**src/rtl/flex_down_timer_if.sv**
```systemverilog
// Control/status bundle for flex_down_timer: start/abort/pause commands,
// run configuration, and the registered timer status.
interface flex_down_timer_if #(
  parameter int NUM_CNT_BITS  = 4,
  parameter int PRESCALE_BITS = 4
);
  logic                     start;
  logic                     abort;
  logic                     pause;
  logic                     periodic;
  logic [NUM_CNT_BITS-1:0]  load_val;
  logic [PRESCALE_BITS-1:0] prescale;
  logic [NUM_CNT_BITS-1:0]  count_out;
  logic                     busy;
  logic                     expire_pulse;
  logic                     done;

  modport master (
    output start, abort, pause, periodic, load_val, prescale,
    input  count_out, busy, expire_pulse, done
  );

  modport slave (
    input  start, abort, pause, periodic, load_val, prescale,
    output count_out, busy, expire_pulse, done
  );
endinterface

```
**src/rtl/flex_down_timer.sv**
```systemverilog
// Loadable prescaled down-counter with one-shot/periodic expiry, used for
// bit-period and timeout generation in protocol control FSMs.
module flex_down_timer #(
  parameter int NUM_CNT_BITS  = 4,
  parameter int PRESCALE_BITS = 4
) (
  input  logic             clk,
  input  logic             n_rst,
  flex_down_timer_if.slave tmr_if
);

  typedef enum logic {IDLE = 1'b0, RUN = 1'b1} state_t;

  localparam logic [NUM_CNT_BITS-1:0] CNT_ONE = {{(NUM_CNT_BITS-1){1'b0}}, 1'b1};

  state_t                   r_state, w_state_nx;
  logic [NUM_CNT_BITS-1:0]  r_count, w_count_nx;
  logic [PRESCALE_BITS-1:0] r_psc, w_psc_nx;
  logic [NUM_CNT_BITS-1:0]  r_cap_load, w_cap_load_nx;
  logic [PRESCALE_BITS-1:0] r_cap_psc, w_cap_psc_nx;
  logic                     r_cap_periodic, w_cap_periodic_nx;
  logic                     r_busy, w_busy_nx;
  logic                     r_expire, w_expire_nx;
  logic                     r_done, w_done_nx;

  always_ff @(posedge clk) begin
    if (!n_rst) begin
      r_state        <= IDLE;
      r_count        <= '0;
      r_psc          <= '0;
      r_cap_load     <= '0;
      r_cap_psc      <= '0;
      r_cap_periodic <= 1'b0;
      r_busy         <= 1'b0;
      r_expire       <= 1'b0;
      r_done         <= 1'b0;
    end else begin
      r_state        <= w_state_nx;
      r_count        <= w_count_nx;
      r_psc          <= w_psc_nx;
      r_cap_load     <= w_cap_load_nx;
      r_cap_psc      <= w_cap_psc_nx;
      r_cap_periodic <= w_cap_periodic_nx;
      r_busy         <= w_busy_nx;
      r_expire       <= w_expire_nx;
      r_done         <= w_done_nx;
    end
  end

  // Command priority is abort > start > pause > tick in both states.
  always_comb begin
    w_state_nx        = r_state;
    w_count_nx        = r_count;
    w_psc_nx          = r_psc;
    w_cap_load_nx     = r_cap_load;
    w_cap_psc_nx      = r_cap_psc;
    w_cap_periodic_nx = r_cap_periodic;
    w_expire_nx       = 1'b0;
    w_done_nx         = r_done;

    if (tmr_if.abort) begin
      if (r_state == RUN) begin
        w_state_nx = IDLE;
        w_count_nx = '0;
        w_psc_nx   = '0;
      end
    end else if (tmr_if.start) begin
      w_cap_load_nx     = tmr_if.load_val;
      w_cap_psc_nx      = tmr_if.prescale;
      w_cap_periodic_nx = tmr_if.periodic;
      w_psc_nx          = '0;
      if (tmr_if.load_val != '0) begin
        w_count_nx = tmr_if.load_val;
        w_state_nx = RUN;
        w_done_nx  = 1'b0;
      end else begin
        // A zero-length run expires on the start edge itself.
        w_count_nx  = '0;
        w_state_nx  = IDLE;
        w_expire_nx = 1'b1;
        w_done_nx   = 1'b1;
      end
    end else if ((r_state == RUN) && !tmr_if.pause) begin
      if (r_psc == r_cap_psc) begin
        w_psc_nx = '0;
        if (r_count <= CNT_ONE) begin
          w_expire_nx = 1'b1;
          if (r_cap_periodic) begin
            w_count_nx = r_cap_load;
          end else begin
            w_count_nx = '0;
            w_state_nx = IDLE;
            w_done_nx  = 1'b1;
          end
        end else begin
          w_count_nx = r_count - CNT_ONE;
        end
      end else begin
        w_psc_nx = r_psc + 1'b1;
      end
    end

    w_busy_nx = (w_state_nx == RUN);
  end

  assign tmr_if.count_out    = r_count;
  assign tmr_if.busy         = r_busy;
  assign tmr_if.expire_pulse = r_expire;
  assign tmr_if.done         = r_done;

endmodule

```
**src/flat_wrapper.sv**
```systemverilog
// flat-port wrapper written by rule: the top's interface ports become plain ports
module flex_down_timer_flat 
#(
  parameter int NUM_CNT_BITS  = 4,
  parameter int PRESCALE_BITS = 4
)
  (clk, n_rst, tmr_if_start, tmr_if_abort, tmr_if_pause, tmr_if_periodic, tmr_if_load_val, tmr_if_prescale, tmr_if_count_out, tmr_if_busy, tmr_if_expire_pulse, tmr_if_done);
  flex_down_timer_if #(.NUM_CNT_BITS(NUM_CNT_BITS), .PRESCALE_BITS(PRESCALE_BITS)) tmr_if_i ();
  input  logic clk;
  input  logic n_rst;
  input wire logic [$bits(tmr_if_i.start)-1:0] tmr_if_start;
  input wire logic [$bits(tmr_if_i.abort)-1:0] tmr_if_abort;
  input wire logic [$bits(tmr_if_i.pause)-1:0] tmr_if_pause;
  input wire logic [$bits(tmr_if_i.periodic)-1:0] tmr_if_periodic;
  input wire logic [$bits(tmr_if_i.load_val)-1:0] tmr_if_load_val;
  input wire logic [$bits(tmr_if_i.prescale)-1:0] tmr_if_prescale;
  output wire logic [$bits(tmr_if_i.count_out)-1:0] tmr_if_count_out;
  output wire logic [$bits(tmr_if_i.busy)-1:0] tmr_if_busy;
  output wire logic [$bits(tmr_if_i.expire_pulse)-1:0] tmr_if_expire_pulse;
  output wire logic [$bits(tmr_if_i.done)-1:0] tmr_if_done;
  assign tmr_if_i.start = tmr_if_start;
  assign tmr_if_i.abort = tmr_if_abort;
  assign tmr_if_i.pause = tmr_if_pause;
  assign tmr_if_i.periodic = tmr_if_periodic;
  assign tmr_if_i.load_val = tmr_if_load_val;
  assign tmr_if_i.prescale = tmr_if_prescale;
  assign tmr_if_count_out = tmr_if_i.count_out;
  assign tmr_if_busy = tmr_if_i.busy;
  assign tmr_if_expire_pulse = tmr_if_i.expire_pulse;
  assign tmr_if_done = tmr_if_i.done;
  flex_down_timer #(.NUM_CNT_BITS(NUM_CNT_BITS), .PRESCALE_BITS(PRESCALE_BITS)) u_core (.clk(clk), .n_rst(n_rst), .tmr_if(tmr_if_i));
endmodule
```
**config.mk**
```make
export PLATFORM = sky130hd
export DESIGN_NAME = flex_down_timer_flat
export DESIGN_NICKNAME = d
export VERILOG_FILES = /design/src/rtl/flex_down_timer_if.sv /design/src/rtl/flex_down_timer.sv /design/src/flat_wrapper.sv
export SDC_FILE = /design/constraint.sdc
export NUM_CORES = 1
export LEC_CHECK = 0
export CORE_ASPECT_RATIO = 0.7
export CORE_MARGIN = 2
export CORE_UTILIZATION = 46
export CTS_CLUSTER_SIZE = 14
export DETAILED_ROUTE_END_ITERATION = 10
export PLACE_DENSITY = 0.85
export REMOVE_ABC_BUFFERS = 1
export SLEW_MARGIN = 20
export SYNTH_ARGS = -nofsm -noshare
export SYNTH_HDL_FRONTEND = slang
export SYNTH_SLANG_ARGS = --single-unit
```
**constraint.sdc**
```tcl
create_clock -name clk -period 1.8 [get_ports clk]
set_input_delay 0.36 -clock clk [delete_from_list [all_inputs] [get_ports clk]]
set_output_delay 0.36 -clock clk [all_outputs]
set_load 0.02 [all_outputs]
```
==> summary.txt, run 1 <==
Worst hold path
  • Type of the worst min-delay path: reg -> reg

Floorplanning
  • Core ar.: around 0.0024 sq mm
  • FP Rows: 15
  • DIE HEIGHT: 46.04 microns
  • IO Count: 21
  • Starting Density: 47.96%
  • Die footprint: approximately 0.003 sq mm
  • Die width: around 64 microns

Synthesis
  • Main flop type after synthesis: dfxtp_1
  • Post-synth top cells: 20 x dfxtp_1, 18 x nand2_1, 7 x a21boi_0, 7 x o21ai_0
  • Synth area leaders: dfxtp_1 34%, nand2_1 5.8%, xnor2_2 5.6%
  • Post-synthesis register bit count: 20
  • Synth Instances: 129
  • Synth warn: 0
  • Synth area leader: dfxtp_1
  • Synth async-reset ratio: 0%
  • Post-synth EDFFs: 0
  • Count of different cell masters after synthesis: 46
  • Avg Synthesized Cell Area: approximately 9 sq um
  • Synthesized area: 0.001161 sq mm
  • Yosys top cell area share: between 30% and 40%
  • Sequential element share of the synthesized area: between 30% and 40%
  • Most instantiated library cell after synthesis: dfxtp_1

Clock network
  • Maximum root-to-sink buffer count: 2
  • Clk_lat worst skew: 300 ps
  • H-Tree Depth: 1
  • TritonCTS clock tree: yes
  • Num CTS Buffers: 3
  • Clk root buf: clkbuf_4
  • Reg clk slew, reported paths: 120 ps
  • Cts hold-fix bufs: 0
  • Clk sink count: 20

Detailed routing
  • Met1 WL: roughly 1.2 mm
  • Vias: around 1.0k
  • DR pass1 iterations: 4
  • Detail Route met3 WL: 166 microns
  • Drt wl/cell: ~13 microns
  • DRT iter0 DRCs: 27
  • Post-DRT Antenna Nets: 0
  • Met2 wire length: 1.286 mm
  • Drt drc: 0
  • WL final: about 2.6 mm
  • Top Layer Used: met4
  • Via-per-instance ratio: 5.289

Pwr
  • Clock Power Share: 26.8%
  • LEAKAGE: between 0.5 and 0.6 nW
  • P_int: 0.0007144 W
  • Combinational share of power: between 20% and 30%
  • Switching component of the power: 0.0002830 W
  • Register share of total power: around half
  • Total power: between 0.0009 and 0.001 W
  • Switching portion of total power: roughly 28%
  • VDD IR max: 512.6 uV
  • Pwr Density: 657.2 mW/mm^2

Critical path
  • Crit path DAT: a little under 2000 ps
  • Critical Path RT: about 2000 ps
  • CP max FO: 6
  • CP cell instances: clkdlybuf4s50_1, and2b_1, buf_4, and2_2, o31ai_1, o21ai_0
  • Crit path launch type: input pin
  • R2r setup slk: ~140 ps
  • Worst path slowest cell: clkdlybuf4s50_1
  • Family with the most delay on the worst path: buffers and inverters
  • CP Class: in -> reg
  • CP Capture Type: register
  • Crit-path max cell delay: about 570 ps
  • WP buf/inv: 2

Timing
  • # setup viols final: 0
  • Fin. max-slew vios: 0
  • Worst-Margin Slew: about 390 ps
  • Max Freq: 575.6 MHz
  • RSZ-0062 raised after global routing: false
  • Worst relative slew slack: between 70% and 80%
  • Period utilization: 96.51%
  • Fin. Hold Viols: 0
  • Clock Skew: between 1.5 and 2 ps
  • Worst hold slack: about 470 ps
  • Min Tclk post-route: 1737 ps

Cells and area
  • Layout cell share with drive strength beyond 1: 21.47%
  • Fin nets: about 180
  • ANT cells: 0
  • Final Non-Filler Cells: between 150 and 200
  • Area delta synth->final: 30.71%

Place
  • I/O Buffers: 20
  • Placed insts: around 190
  • Dpl hpwl: approximately 2.2 mm
  • Final GP Congestion: 0.8245

Global routing
  • Antenna violations before repair: 0
  • Vias in the first global route: between 800 and 900
  • Pin count of the biggest net entering global routing: 15
  • First-pass GRT wire length: approximately 4 mm
  • GRT Total Usage: a little under a fifth
  • Gr ovfl total: 0

Status
  • Status: completed

Run
  • Max Cap Violations: 0
through the flow:
step	cell area (sq um)	TNS [ps]	utilization (%)	worst slack [ps]
CTS	1509	0	62.33	30.70
floorplan	1111	0	-	4.409
finish	1518	0	62.69	62.75
detailed placement	1474	-1484	60.88	-232.4
global placement	1474	-803.3	60.88	-181.2
global route	1518	0	62.69	17.17
final cells by class:
cell class / instances / area (sq um)
tap: 34 / 42.54
timing repair buffer: 36 / 321.6
multi-input combinational: 98 / 698.2
sequential: 20 / 400.4
fill: 195 / 903.4
clock buffer: 4 / 36.28
inverter: 5 / 18.77
path summary, 6_finish.rpt:
kind / start / to / cells after the start
worst min-delay path: u_core.r_cap_load[2] / u_core.r_cap_load[2] / 2
worst max register to register: u_core.tmr_if.count_out[0] / u_core.tmr_if.count_out[3] / 6
worst min register to register: u_core.r_cap_load[2] / u_core.r_cap_load[2] / 2
worst max-delay path: tmr_if_abort / u_core.tmr_if.count_out[1] / 6
cell families after synthesis:
family                   after synthesis  share of synthesized area (%)
XOR/XNOR                               5                          6.358
flip-flops                            20                          34.48
multiplexers                           1                         0.8621
buffers and inverters                 11                          5.926
adder cells (fa/ha/maj)                3                          3.233
AO/OA/AOI/OAI                         40                          26.72
AND/OR/NAND/NOR                       49                          22.41
state kept, by name, indices dropped and copies added, names as in the netlist:
name / count
u_core.tmr_if.done: 1
u_core.tmr_if.count_out: 4
u_core.r_cap_load: 4
u_core.r_state: 1
u_core.r_psc: 4
u_core.r_cap_psc: 4
u_core.r_cap_periodic: 1
u_core.tmr_if.expire_pulse: 1
layout by cell type (no fill, tap or decap), drive strengths merged, types with 2 or more instances in the layout:
cell type      netlist  final
dfxtp               20     20
nand2               18     18
clkdlybuf4s50        0     18
buf                  5     16
o21ai                8      8
a21boi               7      7
and2                 7      7
inv                  5      5
nor2                 5      5
a21oi                5      5
xnor2                4      4
nor4                 4      4
clkbuf               1      4
or2                  4      4
a211oi               3      3
o21a                 3      3
ha                   3      3
nand2b               2      2
or3                  2      2
o31ai                2      2
o211ai               2      2
power by group through the flow:
stage | clock network, W | logic, W | registers, W
global placement | 0 | 0.000234 | 0.000495
global route | 0.000286 | 0.000264 | 0.000489
floorplan | 0 | 0.000116 | 0.000504
CTS | 0.000271 | 0.000241 | 0.000486
detailed placement | 0 | 0.000241 | 0.000496
finish | 0.000267 | 0.000244 | 0.000486
worst reg2reg max path: stages (launching register included):
cell	delay, ps
dfxtp_1	370
inv_1	50
ha_1	200
or2_2	360
o21bai_1	160
a21boi_0	100
o311a_1	330
routing by layer:
layer	up-vias	GRT usage (%)
li1	532	-
met1	465	22.82
met2	41	33.13
met3	4	3.713
met4	0	6.087
met5	-	0
what timing repair did:
| action | in CTS | in global routing |
|---|---|---|
| endpoints found under the setup margin | 1 | 2 |
| gates cloned | 0 | 0 |
| gates resized for setup | 1 | 3 |
| setup buffers | 0 | 0 |
Power figures use the tool's default switching activity.
==> run 2: changes to the inputs <==
- ABC_CLOCK_PERIOD_IN_PS: default -> 1800
==> results of run 2 <==
Same layout as run 1: the final DEF is identical, and so are final timing and power.
